## src/rtl/bus_write_ctrl.sv

```systemverilog
// Paced nibble write controller: 2-deep request FIFO feeding a SETUP/PULSE/HOLD
// strobe sequencer that drives a quad tristate and an active-low RAM write strobe.
module bus_write_ctrl #(
    parameter int SETUP_CYC = 1,
    parameter int PULSE_CYC = 2,
    parameter int HOLD_CYC  = 1
) (
    input  logic       clk,
    input  logic       reset_n,
    input  logic       req,
    input  logic [3:0] data_in,
    output logic       full,
    output logic [3:0] bus_data,
    output logic       bus_en,
    output logic       ram_we_n,
    output logic       done
);

    typedef enum logic [1:0] {IDLE, SETUP, PULSE, HOLD} state_t;

    // Counters hold "cycles remaining minus one" so a phase ends when they read zero.
    localparam logic [3:0] SETUP_LD = 4'(SETUP_CYC - 1);
    localparam logic [3:0] PULSE_LD = 4'(PULSE_CYC - 1);
    localparam logic [3:0] HOLD_LD  = 4'(HOLD_CYC - 1);

    state_t     state;
    logic [3:0] cycCnt;
    logic [1:0] count;
    logic [3:0] fifoMem [2];
    logic       wrPtr;
    logic       rdPtr;
    logic       push;
    logic       pop;

    assign push = req && !full;
    assign pop  = (count != 2'd0) &&
                  ((state == IDLE) || (state == HOLD && cycCnt == 4'd0));

    always_ff @(posedge clk or negedge reset_n) begin
        if (!reset_n) begin
            count   <= 2'd0;
            full    <= 1'b0;
            wrPtr   <= 1'b0;
            rdPtr   <= 1'b0;
            for (int i = 0; i < 2; i++) fifoMem[i] <= 4'd0;
        end else begin
            if (push) begin
                fifoMem[wrPtr] <= data_in;
                wrPtr          <= ~wrPtr;
            end
            if (pop) rdPtr <= ~rdPtr;
            case ({push, pop})
                2'b10: begin
                    count <= count + 2'd1;
                    full  <= (count == 2'd1);
                end
                2'b01: begin
                    count <= count - 2'd1;
                    full  <= 1'b0;
                end
                default: ;
            endcase
        end
    end

    always_ff @(posedge clk or negedge reset_n) begin
        if (!reset_n) begin
            state    <= IDLE;
            cycCnt   <= 4'd0;
            bus_data <= 4'd0;
            bus_en   <= 1'b0;
            ram_we_n <= 1'b1;
            done     <= 1'b0;
        end else begin
            done <= 1'b0;
            case (state)
                IDLE: begin
                    if (pop) begin
                        state    <= SETUP;
                        cycCnt   <= SETUP_LD;
                        bus_data <= fifoMem[rdPtr];
                        bus_en   <= 1'b1;
                    end
                end
                SETUP: begin
                    if (cycCnt == 4'd0) begin
                        state    <= PULSE;
                        cycCnt   <= PULSE_LD;
                        ram_we_n <= 1'b0;
                    end else begin
                        cycCnt <= cycCnt - 4'd1;
                    end
                end
                PULSE: begin
                    if (cycCnt == 4'd0) begin
                        state    <= HOLD;
                        cycCnt   <= HOLD_LD;
                        ram_we_n <= 1'b1;
                        done     <= (HOLD_LD == 4'd0);
                    end else begin
                        cycCnt <= cycCnt - 4'd1;
                    end
                end
                HOLD: begin
                    if (cycCnt == 4'd0) begin
                        if (pop) begin
                            state    <= SETUP;
                            cycCnt   <= SETUP_LD;
                            bus_data <= fifoMem[rdPtr];
                        end else begin
                            state  <= IDLE;
                            cycCnt <= 4'd0;
                            bus_en <= 1'b0;
                        end
                    end else begin
                        cycCnt <= cycCnt - 4'd1;
                        done   <= (cycCnt == 4'd1);
                    end
                end
                default: begin
                    state    <= IDLE;
                    cycCnt   <= 4'd0;
                    bus_en   <= 1'b0;
                    ram_we_n <= 1'b1;
                end
            endcase
        end
    end

endmodule

```

## config.mk

```make
export PLATFORM = sky130hd
export DESIGN_NAME = bus_write_ctrl
export DESIGN_NICKNAME = d
export VERILOG_FILES = /design/src/rtl/bus_write_ctrl.sv
export SDC_FILE = /design/constraint.sdc
export NUM_CORES = 1
export LEC_CHECK = 0
export BUFFER_PORTS_ARGS = -buffer_cell sky130_fd_sc_hd__buf_2
export CELL_PAD_IN_SITES_DETAIL_PLACEMENT = 1
export CELL_PAD_IN_SITES_GLOBAL_PLACEMENT = 1
export CORE_MARGIN = 3
export CORE_UTILIZATION = 40
export CTS_BUF_LIST = sky130_fd_sc_hd__clkbuf_2 sky130_fd_sc_hd__clkbuf_4 sky130_fd_sc_hd__clkbuf_8
export CTS_CLUSTER_SIZE = 28
export DETAILED_ROUTE_END_ITERATION = 10
export GPL_TIMING_DRIVEN = 1
export PLACE_DENSITY_LB_ADDON = 0.25
export SLEW_MARGIN = 20
export SYNTH_ARGS = -nofsm -noshare
export SYNTH_HDL_FRONTEND = slang
export SYNTH_SLANG_ARGS = --single-unit
```

## constraint.sdc

```tcl
create_clock -name clk -period 4.6 [get_ports clk]
set_clock_uncertainty 0.15 [all_clocks]
set_input_delay 0.23 -clock clk [delete_from_list [all_inputs] [get_ports clk]]
set_output_delay 0.23 -clock clk [all_outputs]
set_load 0.1 [all_outputs]
```

==> impl_metrics.env <==
export IMPL_status="finished clean"
export IMPL_io_pins=15
export IMPL_cts_setup_buffers=0
export IMPL_worstHoldStart="req"
export IMPL_critPathLaunchType="register"
export IMPL_end_kind="register"
export IMPL_dieHeight_um=63.9
export IMPL_grt_pass1_vias=1021
export IMPL_clockBufferDepth=2
export IMPL_io_buffers=14
export IMPL_ys_seq_elements=26
export IMPL_rr_endpoint="full$_DFFE_PN0P_"
export IMPL_clock_sink_count=26
export IMPL_synth_top_area_share_pct=46.7
export IMPL_cts_clk_slew_worst_paths_ns=0.15
export IMPL_grt_pass1_wl_um=4620
export IMPL_min_period_over_period_pct=43.7
export IMPL_max_freq_mhz=498
export IMPL_finalSetupViolCount=0
export IMPL_die_area_mm2=0.00408
export IMPL_yosys_warnings=0
export IMPL_synth_area_leaders="dfrtp_1 47%, ha_1 10%, mux2_2 6.7%"
export IMPL_worstHoldPathType="input pin to register"
export IMPL_hold_viol=0
export IMPL_place_area_mm2=0.00146
export IMPL_yosys_cell_types_count=32
export IMPL_numCtsBuffers=3
export IMPL_place_congestion=0.776
export IMPL_cts_resized=0
export IMPL_crit_type="register to register"
export IMPL_slew_viol_final=0
export IMPL_avgSynthCellArea_um2=10.9
export IMPL_met2_length_um=1370
export IMPL_tritoncts="yes"
export IMPL_max_slew_margin_pct=61.5
export IMPL_synth_edf_count=0
export IMPL_drv_cap=0
export IMPL_synth_nets=141
export IMPL_cts_hold_buf=5
export IMPL_yosys_area_top_type="dfrtp_1"
export IMPL_regArea_um2=652
export IMPL_routed_wl_met3_um=44
export IMPL_tns_ns=0
export IMPL_fillerInstances=370
export IMPL_synth_ff_type="dfrtp_1"
export IMPL_syn2layout_area_growth_pct=16.7
export IMPL_grt_max_degree=27
export IMPL_multi_input_area_um2=649
export IMPL_reg2reg_slack_ns=2.59
export IMPL_period_minus_slack_ns=2.01
export IMPL_wire_per_inst_um=14.3
export IMPL_met1_length_um=1280
export IMPL_htreeDepth=1
export IMPL_core_area_mm2=0.00313
export IMPL_globalRouteTotalUtil_pct=14.4
export IMPL_top_layer="met4"
export IMPL_via_per_inst=5.08
export IMPL_yosysSeqAreaShare_pct=48.7
export IMPL_synthTopCellsByCount="25 x dfrtp_1, 11 x ha_1, 11 x nand2_1"
export IMPL_drt_initial_drc_count=25
export IMPL_hold_depth=3
export IMPL_yosysMostFrequentCell="dfrtp_1"
export IMPL_rr_startpoint="cycCnt[0]$_DFFE_PN0N_"
export IMPL_fp_dieW_um=63.9
export IMPL_clock_latency_ns=0.32
export IMPL_final_nets=164
export IMPL_arrival_ns=2.07
export IMPL_hold_end="wrPtr$_DFFE_PN0P_"
export IMPL_cts_root_buffer="clkbuf_4"
export IMPL_dpl_hpwl_um=2010
export IMPL_drive_above_1_share_pct=22.1
export IMPL_syn_area_mm2=0.00134
export IMPL_final_util_pct=50.0
export IMPL_worstMarginPinSlew_ns=0.577
export IMPL_rsz0062_at_grt="false"
export IMPL_final_cell_area_mm2=0.00156
export IMPL_netlist_instances=123
export IMPL_grt_overflow=0
export IMPL_grt_antenna_before_repair=0
export IMPL_first_pass_iters=2
export IMPL_cp_max_fo=5
export IMPL_drt_total_wl_um=2710
export IMPL_start_util_pct=42.8
export IMPL_cp_required_ns=4.67
export IMPL_drcViolationCount=0
export IMPL_rows=20
export IMPL_antenna_cells=0
export IMPL_via_count=961
export IMPL_postSynth_asyncResetShare_pct=100
export IMPL_r2r_cells=8
export IMPL_antenna_left=0
-- per-layer routing --
metal | up-vias | track usage (%)
met1 | 478 | 18.6
met4 | 0 | 4.04
met5 | - | 0
met2 | 9 | 24.8
met3 | 2 | 2.11
li1 | 472 | -
-- final cells by class --
cell class	instances	share of cell area [%]
flip-flops and latches	26	41.7
inverters	9	2.16
clock buffers	3	1.44
multi-input cells	87	41.6
repair buffers	19	7.69
well taps	44	3.52
clock inverters	1	1.92
-- placed cells by master, fill, tap and decap left out, types with 2 or more instances in the layout --
master / count
nor3_1: 3
o21ai_0: 9
a21oi_1: 5
nand2_1: 11
buf_2: 14
nand2b_1: 2
a31oi_1: 2
dfrtp_1: 25
mux2_2: 8
clkbuf_4: 3
o211ai_1: 2
inv_1: 9
nor2_1: 8
o31ai_1: 2
xnor2_1: 3
a21o_1: 2
ha_1: 11
dlygate4sd3_1: 5
nor4b_1: 2
mux2i_1: 4
-- worst max-delay path, stage by stage, from the launching register on --
cell and delay (ns):
dfrtp_1 0.44, inv_1 0.14, ha_1 0.24, and4bb_2 0.28, nor2_1 0.05, nor2_1 0.15
ha_1 0.31, nand2_1 0.08, o21ai_0 0.07
-- worst max-delay path by stage --
stage | startpoint | depth (start not counted) | to
detailed placement | cycCnt[0]$_DFFE_PN0N_ | 8 | count[1]$_DFFE_PN0P_
global placement | state[1]$_DFFE_PN0P_ | 7 | full$_DFFE_PN0P_
CTS | cycCnt[0]$_DFFE_PN0N_ | 8 | count[1]$_DFFE_PN0P_
global route | cycCnt[0]$_DFFE_PN0N_ | 8 | count[1]$_DFFE_PN0P_
floorplan | full$_DFFE_PN0P_ | 3 | fifoMem[4]$_DFFE_PN0P_
finish | cycCnt[0]$_DFFE_PN0N_ | 8 | full$_DFFE_PN0P_
-- logic make-up after synthesis --
family / count (synthesis) / synth area share [%]
simple gates: 34 / 13.8
flops: 26 / 48.7
xor+xnor: 4 / 2.62
buf+inv: 10 / 2.80
mux: 12 / 9.72
compound gates: 26 / 12.1
fa+ha+maj: 11 / 10.3
-- sequential cells by signal, summed over array words and instances, names as in the netlist --
signal    count
bus_en        1
wrPtr         1
state         2
bus_data      4
count         2
cycCnt        4
fifoMem       8
rdPtr         1
ram_we_n      1
full          1
done          1
-- metrics by stage --
stage | hold slack (ns) | instances | setup slack [ns]
floorplan | -0.216 | 123 | 2.67
global placement | 0.112 | 180 | 2.69
detailed placement | 0.115 | 180 | 2.61
CTS | 0.0965 | 189 | 2.58
global route | 0.119 | 189 | 2.45
finish | 0.111 | 189 | 2.59
Power is not shown: default switching activity piles up to over one toggle a cycle in this logic, so the estimate is an artifact.
